--- src/rtl/muller_pipe_sync_pkg.sv ---
// Shared definitions for the clocked micropipeline: C-element next-state
// function, default parameter values and 4-phase protocol phase encoding.
package muller_pipe_sync_pkg;

    localparam int unsigned DEF_N_IN   = 2;
    localparam int unsigned DEF_STAGES = 4;
    localparam int unsigned DEF_WIDTH  = 8;
    localparam int unsigned DEF_CNT_W  = 16;

    // Phase of one req/ack pair in a 4-phase handshake
    typedef enum logic [1:0] {
        PH_IDLE = 2'd0,   // req=0 ack=0
        PH_REQ  = 2'd1,   // req=1 ack=0
        PH_ACK  = 2'd2,   // req=1 ack=1
        PH_RTZ  = 2'd3    // req=0 ack=1
    } phase_t;

    // Two-input C-element: set when both inputs high, clear when both low, else hold
    function automatic logic c_next(input logic a, input logic b_n, input logic q);
        return (a & b_n) | (q & (a | b_n));
    endfunction

    // Classify a req/ack pair into its handshake phase
    function automatic phase_t phase_of(input logic req, input logic ack);
        phase_t ph;
        case ({req, ack})
            2'b00:   ph = PH_IDLE;
            2'b10:   ph = PH_REQ;
            2'b11:   ph = PH_ACK;
            default: ph = PH_RTZ;
        endcase
        return ph;
    endfunction

endpackage

--- src/rtl/muller_pipe_sync_c.sv ---
// Clocked N-input C-element with asynchronous active-high reset.
// Output goes high once all inputs are high, low once all are low, holds otherwise.
module muller_c_sync #(
    parameter int unsigned N = 2
) (
    input  logic         clk,
    input  logic         rst,
    input  logic [N-1:0] a,
    output logic         q
);

    // C-element state: all-ones sets, all-zeros clears, mixed inputs hold
    always_ff @(posedge clk or posedge rst) begin
        if (rst) begin
            q <= 1'b0;
        end else if (&a) begin
            q <= 1'b1;
        end else if (~|a) begin
            q <= 1'b0;
        end
    end

endmodule

--- src/rtl/muller_pipe_sync.sv ---
// STAGES-deep synchronous 4-phase bundled-data micropipeline.
// N_IN requests are joined by one C-element ahead of stage 0; each stage is a
// C-element over (previous stage, inverted next stage) with a data latch that
// loads on the stage's rising edge.
// Optional: define MULLER_PIPE_STATS_EN to enable the completed-transfer
// counter on xfer_count; otherwise xfer_count is tied to zero.
module muller_pipe_sync
    import muller_pipe_sync_pkg::*;
#(
    parameter int unsigned N_IN   = DEF_N_IN,
    parameter int unsigned STAGES = DEF_STAGES,
    parameter int unsigned WIDTH  = DEF_WIDTH,
    parameter int unsigned CNT_W  = DEF_CNT_W
) (
    input  logic              wb_clk_i,
    input  logic              wb_rst_i,
    input  logic [N_IN-1:0]   in_req,
    input  logic [WIDTH-1:0]  in_data,
    output logic              in_ack,
    output logic              out_req,
    output logic [WIDTH-1:0]  out_data,
    input  logic              out_ack,
    output logic [STAGES-1:0] stage_c,
    output logic [CNT_W-1:0]  xfer_count
);

    logic              join_q;
    logic [STAGES-1:0] c;
    logic [STAGES-1:0] c_prev;     // c[i-1], with c[-1] = join_q
    logic [STAGES-1:0] ack_next;   // c[i+1], with c[STAGES] = out_ack
    logic [STAGES-1:0] load;
    logic [WIDTH-1:0]  data     [STAGES];
    logic [WIDTH-1:0]  data_src [STAGES];

    assign c_prev   = {c[STAGES-2:0], join_q};
    assign ack_next = {out_ack, c[STAGES-1:1]};

    muller_c_sync #(.N(N_IN)) u_join (
        .clk (wb_clk_i),
        .rst (wb_rst_i),
        .a   (in_req),
        .q   (join_q)
    );

    for (genvar g = 0; g < STAGES; g++) begin : g_stage
        muller_c_sync #(.N(2)) u_c (
            .clk (wb_clk_i),
            .rst (wb_rst_i),
            .a   ({c_prev[g], ~ack_next[g]}),
            .q   (c[g])
        );
    end

    // Detect which stages rise on this edge and select each stage's data source
    always_comb begin
        load        = '0;
        data_src[0] = in_data;
        for (int unsigned i = 0; i < STAGES; i++) begin
            load[i] = ~c[i] & c_next(c_prev[i], ~ack_next[i], c[i]);
        end
        for (int unsigned i = 1; i < STAGES; i++) begin
            data_src[i] = data[i-1];
        end
    end

    // Bundled-data latches: capture only when the stage's C-element rises
    always_ff @(posedge wb_clk_i or posedge wb_rst_i) begin
        if (wb_rst_i) begin
            for (int unsigned i = 0; i < STAGES; i++) begin
                data[i] <= '0;
            end
        end else begin
            for (int unsigned i = 0; i < STAGES; i++) begin
                if (load[i]) begin
                    data[i] <= data_src[i];
                end
            end
        end
    end

`ifdef MULLER_PIPE_STATS_EN
    logic done;

    // A completed output handshake is the last stage falling
    assign done = c[STAGES-1] & ~c_next(c_prev[STAGES-1], ~out_ack, c[STAGES-1]);

    // Free-running transfer counter, wraps at 2^CNT_W
    always_ff @(posedge wb_clk_i or posedge wb_rst_i) begin
        if (wb_rst_i) begin
            xfer_count <= '0;
        end else if (done) begin
            xfer_count <= xfer_count + 1'b1;
        end
    end
`else
    assign xfer_count = '0;
`endif

    assign in_ack   = c[0];
    assign out_req  = c[STAGES-1];
    assign out_data = data[STAGES-1];
    assign stage_c  = c;

endmodule

--- config.mk ---
export PLATFORM = sky130hd
export DESIGN_NAME = muller_pipe_sync
export DESIGN_NICKNAME = d
export VERILOG_FILES = /design/src/rtl/muller_pipe_sync_pkg.sv /design/src/rtl/muller_pipe_sync_c.sv /design/src/rtl/muller_pipe_sync.sv
export SDC_FILE = /design/constraint.sdc
export NUM_CORES = 1
export LEC_CHECK = 0
export CORE_UTILIZATION = 53
export CTS_CLUSTER_SIZE = 16
export DETAILED_ROUTE_END_ITERATION = 8
export HOLD_SLACK_MARGIN = 0.06
export PLACE_DENSITY = 0.84
export SLEW_MARGIN = 10
export SYNTH_ARGS = -nofsm -noshare
export SYNTH_HDL_FRONTEND = slang
export SYNTH_SLANG_ARGS = --single-unit
--- constraint.sdc ---
create_clock -name wb_clk_i -period 2.75 [get_ports wb_clk_i]
set_input_delay 0.55 -clock wb_clk_i [delete_from_list [all_inputs] [get_ports wb_clk_i]]
set_output_delay 0.55 -clock wb_clk_i [all_outputs]
set_load 0.005 [all_outputs]
=== Yosys cells after proc, flatten, opt, wreduce, memory -nomap -nowiden ===
Cells that the tools add are included.

* Flip-flop bits (word level): 37

* Bitwise operators: 25
* Reduce and logical (&&, ||, !) cells: 10
* Mux-type cells: 10
* Equality and inequality tests: 5

{| class="wikitable"
|+ Operator list
! cell !! number
|-
| $and A1 B1 Y1 || 12
|-
| $mux W1 || 10
|-
| $ne A2 B1 Y1 const B || 5
|-
| $reduce_and A2 Y1 || 5
|-
| $reduce_or A2 Y1 || 5
|-
| $or A1 B1 Y1 || 8
|-
| $not A1 Y1 || 5
|}

=== Longest topological paths before layout ===
* Depth in word-level cells: 5
* Gate-level depth with buffers: 5
* Mapped depth without buffers: 4

=== Hierarchy ===
From an unflattened synthesis, not the netlist that was laid out.

* Cells, all modules: 120
* Area total of the unflattened synthesis: 1,722.9 µm²

{| class="wikitable"
|+ Modules (own cells, without submodules)
! module !! area an instance (µm²) !! cells each !! times used !! sequential area each (µm²)
|-
| muller_pipe_sync || 1,441.4 || 100 || 1 || 800.8
|-
| muller_c_sync || 56.3 || 4 || 5 || 25.0
|}

=== Least setup slack after synthesis ===
Ideal clock, no wire load.

* Path type: input -> register
* Start point: input port out_ack
* End point: register data (netlist bit out_data[0])
* Data arrival time: 1.325 ns
* Path slack: 1.300 ns
* Required time: 2.625 ns
* Stages on the path: 5
* Library setup time: 0.125 ns
* Path through: inv_1 > ha_1 > nor2b_2 > buf_6 > mux2_4

* Cells in the longest elaborated chain, start to end: 5
* Elaborated cells between the ends (all ways): 6

{| class="wikitable"
|+ Ends and longest elaborated chain
! item !! RTL line !! source
|-
| from (decl) || muller_pipe_sync.sv:22 || <nowiki>input logic out_ack,</nowiki>
|-
| $not A1 Y1 (*) || muller_pipe_sync.sv:59 || <nowiki>load[i] = ~c[i] & c_next(c_prev[i], ~ack_next[i], c[i]);</nowiki>
|-
| $or A1 B1 Y1 || muller_pipe_sync_pkg.sv:20 || <nowiki>return (a & b_n) | (q & (a | b_n));</nowiki>
|-
| $and A1 B1 Y1 || muller_pipe_sync_pkg.sv:20 ||
|-
| $or A1 B1 Y1 (*) || muller_pipe_sync_pkg.sv:20 ||
|-
| $and A1 B1 Y1 (*) || muller_pipe_sync.sv:59 ||
|-
| to (signal, indexed assignment) || muller_pipe_sync.sv:75 || <nowiki>data[i] <= data_src[i];</nowiki>
|-
| to (decl) || muller_pipe_sync.sv:32 || <nowiki>logic [WIDTH-1:0] data [STAGES];</nowiki>
|}

Mark *: on every way between the ends. The rest lies on a longest branch, timed or not.
A chain may end at the register's enable or synchronous reset.

=== Worst setup path in the final report ===
* Start point: register g_stage[2].u_c.q
* End point: output port stage_c[2]

{| class="wikitable"
|+ RTL lines
! item !! RTL line !! source
|-
| from (decl) || muller_pipe_sync_c.sv:9 || <nowiki>output logic q</nowiki>
|-
| from (signal assigned) || muller_pipe_sync_c.sv:15 || <nowiki>q <= 1'b0;</nowiki>
|-
| from (signal assigned) || muller_pipe_sync_c.sv:17 || <nowiki>q <= 1'b1;</nowiki>
|-
| from (signal assigned) || muller_pipe_sync_c.sv:19 || <nowiki>q <= 1'b0;</nowiki>
|-
| to (decl) || muller_pipe_sync.sv:23 || <nowiki>output logic [STAGES-1:0] stage_c,</nowiki>
|}

No word-level cell between the ends.

==> metrics.csv <==
metric,value,unit
outcome,"finished, final reports clean",
seqPwrFrac,0.443,
cp-startpoint,g_stage[2].u_c.q$_DFFE_PP0P_,
ant_nets,0,
setup_viol,0,
overflow,0,
grt_pass1_wl,3870,µm
place.gp.congestion,0.691,
post_cts_resized,0,
tightest_slew,0.540,ns
num_vias,870,
synthDistinctLibCells,11,
min_path_type,flop to flop,
maxSlewHeadroom,0.639,
fillers,278,
post_synth_main_area_contributors,"dfrtp_1 50%, mux2_4 19%, buf_4 11%, mux2_2 7.9%, ha_1 4.7%",
cpPeakStageDelay,0.55,ns
finalCritPeriodShare,0.703,
vdd_drop_max,0.489,mV
synth.avg_cell_area,14.8,µm²
num_io_pins,43,
row_count,21,
cap_violations,0,
cp_cell_sequence,clkdlybuf4s50_1,
synth_top_area_share,0.501,
clkTransAtPathRegs,0.10,ns
critical-path-top-delay-family,buffers and inverters,
p_comb_frac,0.401,
synth_edf_count,0,
critPathRequiredTime,2.20,ns
grt_max_degree,38,
syn_inst,125,
end_kind,output pin,
cts.sinks,37,
synth_top_area_cell,dfrtp_1,
clock_path_buffers,2,
cts_tree,yes,
p_int,1.66,mW
io_buffers,26,
startpoint_type,flop,
maxClockFrequency,0.518,GHz
grt_pass1_vias,862,
fp.dieH,61.1,µm
post-route-min-period,1.93,ns
syn_to_final_growth,11.4,%
hold_viol_final,0,
die_width,61.1,µm
yosysSeqAreaShare,0.501,
antenna_found_initial,0,
cts.htree.levels,2,
dp_hpwl,1850,µm
r2r-start,g_stage[2].u_c.q$_DFFE_PP0P_,
synth_ff_type,dfrtp_1,
path_max_fanout,7,
viasPerCell,4.60,
wl_per_cell,12.4,µm
p_clk_frac,0.155,
firstDrtPassIters,2,
n_antenna_cell,0,
path_depth,1,
regToRegEndpoint,data[17]$_DFFE_PP0P_,
cp-endpoint,stage_c[2],
clock_skew,0.00799,ns
initialDrtViolationCount,4,
powerDensity,1100,mW/mm²
critPathBufInv,1,
async_flop_share,1.00,
core_area,0.00334,mm²
drive_gt1_frac,0.350,
yosys-top-cells-count,"37 x dfrtp_1, 28 x buf_4, 24 x mux2_4, 13 x mux2_2",
worstSetupPathType,flop to output pin,
r2r_cells,4,
rrSetupSlack,1.11,ns
cts-root-buf,clkbuf_4,
layout.nets,163,
drc_errors,0,
yosysWarnings,0,
power,2.26,mW
p_sw_frac,0.269,
track_usage,0.151,
preCtsSetupSlack,0.617,ns
slowest_stage,clkdlybuf4s50_1,
clock_latency,0.33,ns
ctsHoldBuffers,0,
setup_slack,0.818,ns
synth_seq_cells,37,
rsz0062_at_grt,no,
p_sw,0.608,mW
cts_setup_buffers,0,
synth_most_common_cell,dfrtp_1,
wirelength,2340,µm
start_util,0.554,
cts_buffers,5,
synth_area,0.00185,mm²
static-leakage-power,0.968,nW
critPathArrivalTime,1.38,ns
dieArea,0.00373,mm²
slew_violations,0,
setup-tns-final,0,ns
-- area by class of cell --
type	count	area [µm²]	share of cell area
clock buffers	5	37.5	0.0182
multi-input cells	65	708	0.344
clock inverters	2	35.0	0.0170
flip-flops and latches	37	926	0.450
repair buffers	27	268	0.130
well taps	46	57.6	0.0280
inverters	7	26.3	0.0128
-- worst register-to-register path, delay by kind of cell, from the launching register on --
kind	cells	cell delay [ns]
adders and majority gates	1	0.15
buffers and inverters	1	0.09
DFF	1	0.48
muxes	1	0.34
and+or+nand+nor	1	0.47
-- state kept, by name (all words and copies together), names as in the netlist --
name           count
data              24
g_stage.u_c.q      4
u_join.q           1
out_data           8
-- per-stage QoR --
stage / instances / hold WS [ns] / util / area (µm²)
after floorplan: 140 / 0.476 / - / 1900
after global placement: 182 / 0.488 / 0.595 / 1990
after detailed placement: 182 / 0.499 / 0.595 / 1990
after CTS: 189 / 0.523 / 0.617 / 2060
after global routing: 189 / 0.532 / 0.617 / 2060
final: 189 / 0.518 / 0.617 / 2060
-- per-layer routing --
| layer | wire length, µm | global-route usage | share of wire |
|---|---|---|---|
| met1 | 920 | 0.172 | 0.39 |
| met2 | 1240 | 0.255 | 0.53 |
| met3 | 141 | 0.0567 | 0.060 |
| met4 | 45 | 0.0682 | 0.019 |
| met5 | 0 | 0 | 0 |
-- power by group through the flow --
stage	Sequential [mW]	Combinational (mW)	Clock, mW
floorplan	0.946	0.818	0
global placement	0.995	0.880	0
detailed placement	1.02	0.922	0
CTS	1.01	0.924	0.362
global route	1.04	0.986	0.394
finish	1.00	0.908	0.352
-- logic make-up after synthesis --
group,after synthesis,share of synthesized area
buffers and inverters,38,0.146
muxes,37,0.274
DFF,37,0.501
other,1,0.00203
and+or+nand+nor,5,0.0291
adders and majority gates,7,0.0474
-- placed cells by master (no fill, tap or decap) --
master           instances
dfrtp_1                 37
clkdlybuf4s50_1         26
mux2_4                  24
conb_1                  16
mux2_2                  13
inv_1                    7
ha_1                     7
clkbuf_4                 5
nor2b_2                  3
nor2b_4                  1
nand2b_4                 1
clkinv_2                 1
bufinv_16                1
buf_4                    1
-- worst min path at each step --
stage | startpoint | to | slack, ns | cells past startpoint
after floorplan | data[8]$_DFFE_PP0P_ | out_data[0]$_DFFE_PP0P_ | 0.48 | 1
after global placement | data[10]$_DFFE_PP0P_ | out_data[2]$_DFFE_PP0P_ | 0.49 | 1
after detailed placement | data[12]$_DFFE_PP0P_ | out_data[4]$_DFFE_PP0P_ | 0.50 | 1
after CTS | data[12]$_DFFE_PP0P_ | out_data[4]$_DFFE_PP0P_ | 0.52 | 1
after global routing | out_data[1]$_DFFE_PP0P_ | out_data[1]$_DFFE_PP0P_ | 0.53 | 1
final | out_data[1]$_DFFE_PP0P_ | out_data[1]$_DFFE_PP0P_ | 0.52 | 1
No activity file was read; power rests on OpenSTA's default activity.
